[src/rtl/uart_tx_arbiter.sv]
// Round-robin, line-locked arbiter sharing one UART transmit line between NUM_REQ byte streams.
// Define UART_TX_ARB_PARITY_EN to insert an even parity bit after data bit 7 (11-bit frames).
module uart_tx_arbiter #(
    parameter int NUM_REQ      = 4,
    parameter int CLK_DIV      = 16,
    parameter int MAX_LINE     = 255,
    parameter int LOCK_TIMEOUT = 1024
) (
    input  logic                       clk_i,
    input  logic                       rst_ni,
    input  logic [NUM_REQ-1:0]         req_valid_i,
    input  logic [NUM_REQ*8-1:0]       req_data_i,
    output logic [NUM_REQ-1:0]         req_ready_o,
    output logic                       tx_o,
    output logic                       busy_o,
    output logic [$clog2(NUM_REQ)-1:0] owner_o,
    output logic                       locked_o
);
    localparam int OW = $clog2(NUM_REQ);
    localparam int SW = OW + 1;
    localparam int DW = $clog2(CLK_DIV);
    localparam int TW = $clog2(LOCK_TIMEOUT + 1);

`ifdef UART_TX_ARB_PARITY_EN
    typedef enum logic [2:0] {S_IDLE, S_START, S_DATA, S_PAR, S_STOP} state_t;
`else
    typedef enum logic [2:0] {S_IDLE, S_START, S_DATA, S_STOP} state_t;
`endif

    state_t          state_reg, state_next;
    logic [DW-1:0]   div_reg, div_next;
    logic [2:0]      bit_reg, bit_next;
    logic [7:0]      data_reg, data_next;
    logic            tx_reg, tx_next;
    logic [OW-1:0]   owner_reg, owner_next;
    logic            locked_reg, locked_next;
    logic [OW-1:0]   rr_reg, rr_next;
    logic [7:0]      line_reg, line_next;
    logic [TW-1:0]   to_reg, to_next;

    logic [2*NUM_REQ-2:0] dbl_valid;
    logic [NUM_REQ-1:0]   rot_valid;
    logic                 scan_hit;
    logic [OW-1:0]        scan_off;
    logic [SW-1:0]        scan_sum;
    logic [OW-1:0]        scan_idx;
    logic [OW-1:0]        grant_idx;
    logic                 grant_valid;
    logic [7:0]           grant_byte;
    logic                 handshake;

    function automatic logic [OW-1:0] inc_wrap(input logic [OW-1:0] v);
        return (v == OW'(NUM_REQ - 1)) ? '0 : v + 1'b1;
    endfunction

    // Rotate the valid vector so bit 0 is the requester at the rr pointer.
    assign dbl_valid = {req_valid_i[NUM_REQ-2:0], req_valid_i};
    assign rot_valid = dbl_valid[rr_reg +: NUM_REQ];

    always_comb begin
        scan_hit = 1'b0;
        scan_off = '0;
        for (int k = NUM_REQ - 1; k >= 0; k--) begin
            if (rot_valid[k]) begin
                scan_hit = 1'b1;
                scan_off = OW'(k);
            end
        end
        scan_sum = {1'b0, rr_reg} + {1'b0, scan_off};
        scan_idx = (scan_sum >= SW'(NUM_REQ)) ? OW'(scan_sum - SW'(NUM_REQ)) : OW'(scan_sum);
    end

    assign grant_idx   = locked_reg ? owner_reg : scan_idx;
    assign grant_valid = locked_reg ? req_valid_i[owner_reg] : scan_hit;
    assign grant_byte  = req_data_i[{grant_idx, 3'b000} +: 8];
    assign handshake   = rst_ni && (state_reg == S_IDLE) && grant_valid;

    generate
        for (genvar gi = 0; gi < NUM_REQ; gi++) begin : g_ready
            assign req_ready_o[gi] = handshake && (grant_idx == OW'(gi));
        end
    endgenerate

    always_comb begin
        state_next  = state_reg;
        div_next    = div_reg;
        bit_next    = bit_reg;
        data_next   = data_reg;
        tx_next     = tx_reg;
        owner_next  = owner_reg;
        locked_next = locked_reg;
        rr_next     = rr_reg;
        line_next   = line_reg;
        to_next     = to_reg;

        if (state_reg == S_IDLE) begin
            tx_next = 1'b1;
            if (handshake) begin
                data_next  = grant_byte;
                owner_next = grant_idx;
                state_next = S_START;
                div_next   = DW'(CLK_DIV - 1);
                bit_next   = 3'd0;
                tx_next    = 1'b0;
                to_next    = '0;
                if (grant_byte == 8'h0A || ({1'b0, line_reg} + 9'd1 == 9'(MAX_LINE))) begin
                    locked_next = 1'b0;
                    line_next   = 8'd0;
                    rr_next     = inc_wrap(grant_idx);
                end else begin
                    locked_next = 1'b1;
                    line_next   = line_reg + 8'd1;
                end
            end else if (locked_reg) begin
                // Fires on the idle cycle that brings the count up to LOCK_TIMEOUT.
                if (to_reg == TW'(LOCK_TIMEOUT - 1)) begin
                    locked_next = 1'b0;
                    line_next   = 8'd0;
                    rr_next     = inc_wrap(owner_reg);
                    to_next     = '0;
                end else begin
                    to_next = to_reg + 1'b1;
                end
            end
        end else if (div_reg != '0) begin
            div_next = div_reg - 1'b1;
        end else begin
            div_next = DW'(CLK_DIV - 1);
            case (state_reg)
                S_START: begin
                    state_next = S_DATA;
                    bit_next   = 3'd0;
                    tx_next    = data_reg[0];
                end
                S_DATA: begin
                    if (bit_reg == 3'd7) begin
`ifdef UART_TX_ARB_PARITY_EN
                        state_next = S_PAR;
                        tx_next    = ^data_reg;
`else
                        state_next = S_STOP;
                        tx_next    = 1'b1;
`endif
                    end else begin
                        bit_next = bit_reg + 3'd1;
                        tx_next  = data_reg[bit_reg + 3'd1];
                    end
                end
`ifdef UART_TX_ARB_PARITY_EN
                S_PAR: begin
                    state_next = S_STOP;
                    tx_next    = 1'b1;
                end
`endif
                default: begin
                    state_next = S_IDLE;
                    tx_next    = 1'b1;
                end
            endcase
        end
    end

    always_ff @(posedge clk_i) begin
        if (!rst_ni) begin
            state_reg  <= S_IDLE;
            div_reg    <= '0;
            bit_reg    <= 3'd0;
            data_reg   <= 8'd0;
            tx_reg     <= 1'b1;
            owner_reg  <= '0;
            locked_reg <= 1'b0;
            rr_reg     <= '0;
            line_reg   <= 8'd0;
            to_reg     <= '0;
        end else begin
            state_reg  <= state_next;
            div_reg    <= div_next;
            bit_reg    <= bit_next;
            data_reg   <= data_next;
            tx_reg     <= tx_next;
            owner_reg  <= owner_next;
            locked_reg <= locked_next;
            rr_reg     <= rr_next;
            line_reg   <= line_next;
            to_reg     <= to_next;
        end
    end

    assign tx_o     = tx_reg;
    assign busy_o   = (state_reg != S_IDLE);
    assign owner_o  = owner_reg;
    assign locked_o = locked_reg;
endmodule

[config.mk]
export PLATFORM = sky130hd
export DESIGN_NAME = uart_tx_arbiter
export DESIGN_NICKNAME = d
export VERILOG_FILES = /design/src/rtl/uart_tx_arbiter.sv
export SDC_FILE = /design/constraint.sdc
export NUM_CORES = 1
export LEC_CHECK = 0
export CAP_MARGIN = 20
export CORE_UTILIZATION = 45
export CTS_CLUSTER_SIZE = 40
export DETAILED_ROUTE_END_ITERATION = 16
export PLACE_DENSITY_LB_ADDON = 0.15
export SLEW_MARGIN = 20
export SYNTH_ARGS = -nofsm -noshare
export SYNTH_HDL_FRONTEND = slang
export SYNTH_SLANG_ARGS = --single-unit
export TNS_END_PERCENT = 100
[constraint.sdc]
create_clock -name clk_i -period 8.85 [get_ports clk_i]
set_input_delay 1.77 -clock clk_i [delete_from_list [all_inputs] [get_ports clk_i]]
set_output_delay 1.77 -clock clk_i [all_outputs]
set_load 0.02 [all_outputs]
==> flow_metrics.py <==
metrics = {
    "critical_path": {
        "critPathSlowestCell": "clkdlybuf4s50_1",
        "end_kind": "output pin",
        "critPathKind": "primary input to output pin",
        "path_buf_inv": 4,
        "cp.required_ns": 7.08,
        "crit_arrival_ns": 4.92,
        "max_stage_delay_ns": 0.53,
        "crit_family": "buffers and inverters",
        "start_kind": "primary input",
        "path_max_fanout": 8,
        "path_cells": "clkdlybuf4s50_1, inv_1, nor3_1, a311oi_1, a31oi_1, a211o_1, ha_1, mux2i_1, inv_1, ha_1, and2_1, clkdlybuf4s50_1",
    },
    "placed_design": {
        "place.gp.congestion": 0.865,
        "portBuffers": 46,
        "placed_cell_area_mm2": 0.00331,
        "hpwl_um": 5040,
    },
    "run_status": {
        "status": "finished, final reports clean",
    },
    "sta": {
        "worst_pin_slew_ns": 0.742,
        "setup_viol": 0,
        "fin_worst_skew_ns": 0.00524,
        "finalSetupTns_ns": 0,
        "rsz0062_at_grt": "false",
        "whs_ns": 0.445,
        "finalCriticalPeriod_ns": 6.69,
        "maxSlewViolCount": 0,
        "post-route-period-util": 0.756,
        "hold_violations": 0,
        "fmax_ghz": 0.150,
        "maxSlewHeadroom": 0.506,
    },
    "clock_tree": {
        "cts_setup_buffers": 0,
        "clk_latency_ns": 0.29,
        "htreeDepth": 2,
        "clockBufferDepth": 2,
        "cts_tree": "yes",
        "cts_root_buf": "clkbuf_8",
        "cts_resized": 0,
        "cts_buffers": 5,
        "cts.sinks": 42,
        "holdBufCountCts": 0,
        "clk_pin_slew_ns": 0.07,
    },
    "cells_and_area": {
        "diodes": 0,
        "design_area_mm2": 0.00340,
        "final_cell_mix": "46 x clkdlybuf4s50_1, 42 x dfxtp_1, 31 x nand2_1",
        "drive_gt1_frac": 0.0682,
        "layout_commonest_cell": "clkdlybuf4s50_1",
        "largest_reg_flops": 11,
        "layout.nets": 433,
        "utilization": 0.568,
        "area_growth_pct": 20.9,
    },
    "grt": {
        "antenna_found_initial": 0,
        "grt_pass1_wl_um": 10700,
        "grt_start_max_net_pins": 20,
        "gr-total-overflow": 0,
        "grt_pass1_vias": 2289,
        "grtUsageTotal": 0.208,
    },
    "logic_synthesis": {
        "synth_edf_count": 0,
        "yosys_warnings": 0,
        "yosysSeqAreaShare": 0.299,
        "ys.flop_type": "dfxtp_1",
        "synthesis.area_mm2": 0.00282,
        "synth.avg_cell_area_um2": 8.26,
        "syn_inst": 341,
        "ys_ff_latch": 42,
        "syn_nets": 394,
        "synthArstFlopShare": 0,
        "synth_cell_types": 54,
    },
    "power_and_ir_drop": {
        "leakage_nw": 1.32,
        "power_density_mw_per_mm2": 285,
        "power_w": 0.000968,
        "vdd_drop_max_uv": 127,
    },
    "die": {
        "num_io_pins": 47,
        "die_width_um": 81.1,
        "die_h_um": 81.1,
        "start_util": 0.470,
        "fp-row-count": 28,
        "core-area_mm2": 0.00599,
        "die_area_mm2": 0.00658,
    },
    "routing": {
        "drcViolationCount": 0,
        "drtAntennaViolNets": 0,
        "via_per_inst": 5.83,
        "wire_per_inst_um": 14.4,
        "via_count": 2658,
        "wl_um": 6590,
        "first_pass_iters": 4,
        "first_iter_violations": 130,
    },
    "job": {
        "cap_violations": 0,
    },
    "hold_path": {
        "hp-class": "flip-flop to flip-flop",
    },
}
power by group:
part / leakage (nW) / internal [W] / total [W] / switching [W]
Clock: 0.0482 / 0.0000629 / 0.000126 / 0.0000626
Sequential: 0.344 / 0.000242 / 0.000306 / 0.0000647
Combinational: 0.922 / 0.000239 / 0.000536 / 0.000297
Total: 1.32 / 0.000544 / 0.000968 / 0.000424
worst min-delay path, cell delays in order (launching register included):
cell     delay, ns
dfxtp_1       0.32
nand2_1       0.05
a21oi_1       0.04
Yosys cell counts (10+ instances only):
cell | n | area, um2
mux2i_1 | 12 | 120
inv_1 | 13 | 48.8
mux2_2 | 10 | 113
nor2_1 | 30 | 113
nand2_1 | 31 | 116
o21ai_0 | 18 | 90.1
a21oi_1 | 24 | 120
ha_1 | 15 | 188
dfxtp_1 | 42 | 841
nand3_1 | 15 | 75.1
metrics by stage:
step	setup slack (ns)	cells
after floorplan	3.23	341
after global placement	2.29	448
after CTS	2.18	456
after global routing	1.91	456
final	2.16	456
after detailed placement	2.20	448
final timing paths:
| path | end | cells after the start | slack, ns | from |
|---|---|---|---|---|
| worst max-delay path | req_ready_o[1] | 12 | 2.16 | req_valid_i[1] |
| worst min-delay path | to_reg[10] | 2 | 0.45 | to_reg[10] |
| worst max register to register | line_reg[2] | 12 | 5.46 | rr_reg[0] |
| worst min register to register | to_reg[10] | 2 | 0.45 | to_reg[10] |
final cells by class:
class / instances / area [um2]
clock inverters: 1 / 5.00
inverters: 13 / 48.8
multi-input cells: 270 / 1850
flip-flops and latches: 42 / 841
fillers: 569 / 2590
repair buffers: 48 / 475
well taps: 75 / 93.8
clock buffers: 7 / 86.3
kinds of logic (layout without fill, tap and decap cells):
family | count (synthesis) | after routing | share of synthesized area
adders and majority gates | 15 | 15 | 0.0667
muxes | 25 | 25 | 0.104
xor gates and xnor gates | 6 | 6 | 0.0187
DFF | 42 | 42 | 0.299
and+or+nand+nor | 129 | 129 | 0.236
buffers and inverters | 29 | 69 | 0.0431
AOI/OAI and AO/OA | 95 | 95 | 0.233
per-layer routing:
metal	up-vias	part of all wire	GRT usage
met5	-	0	0
li1	1362	-	-
met2	76	0.45	0.336
met4	0	0.019	0.0589
met1	1212	0.48	0.283
met3	8	0.046	0.0348
No activity file was read; power rests on OpenSTA's default activity.
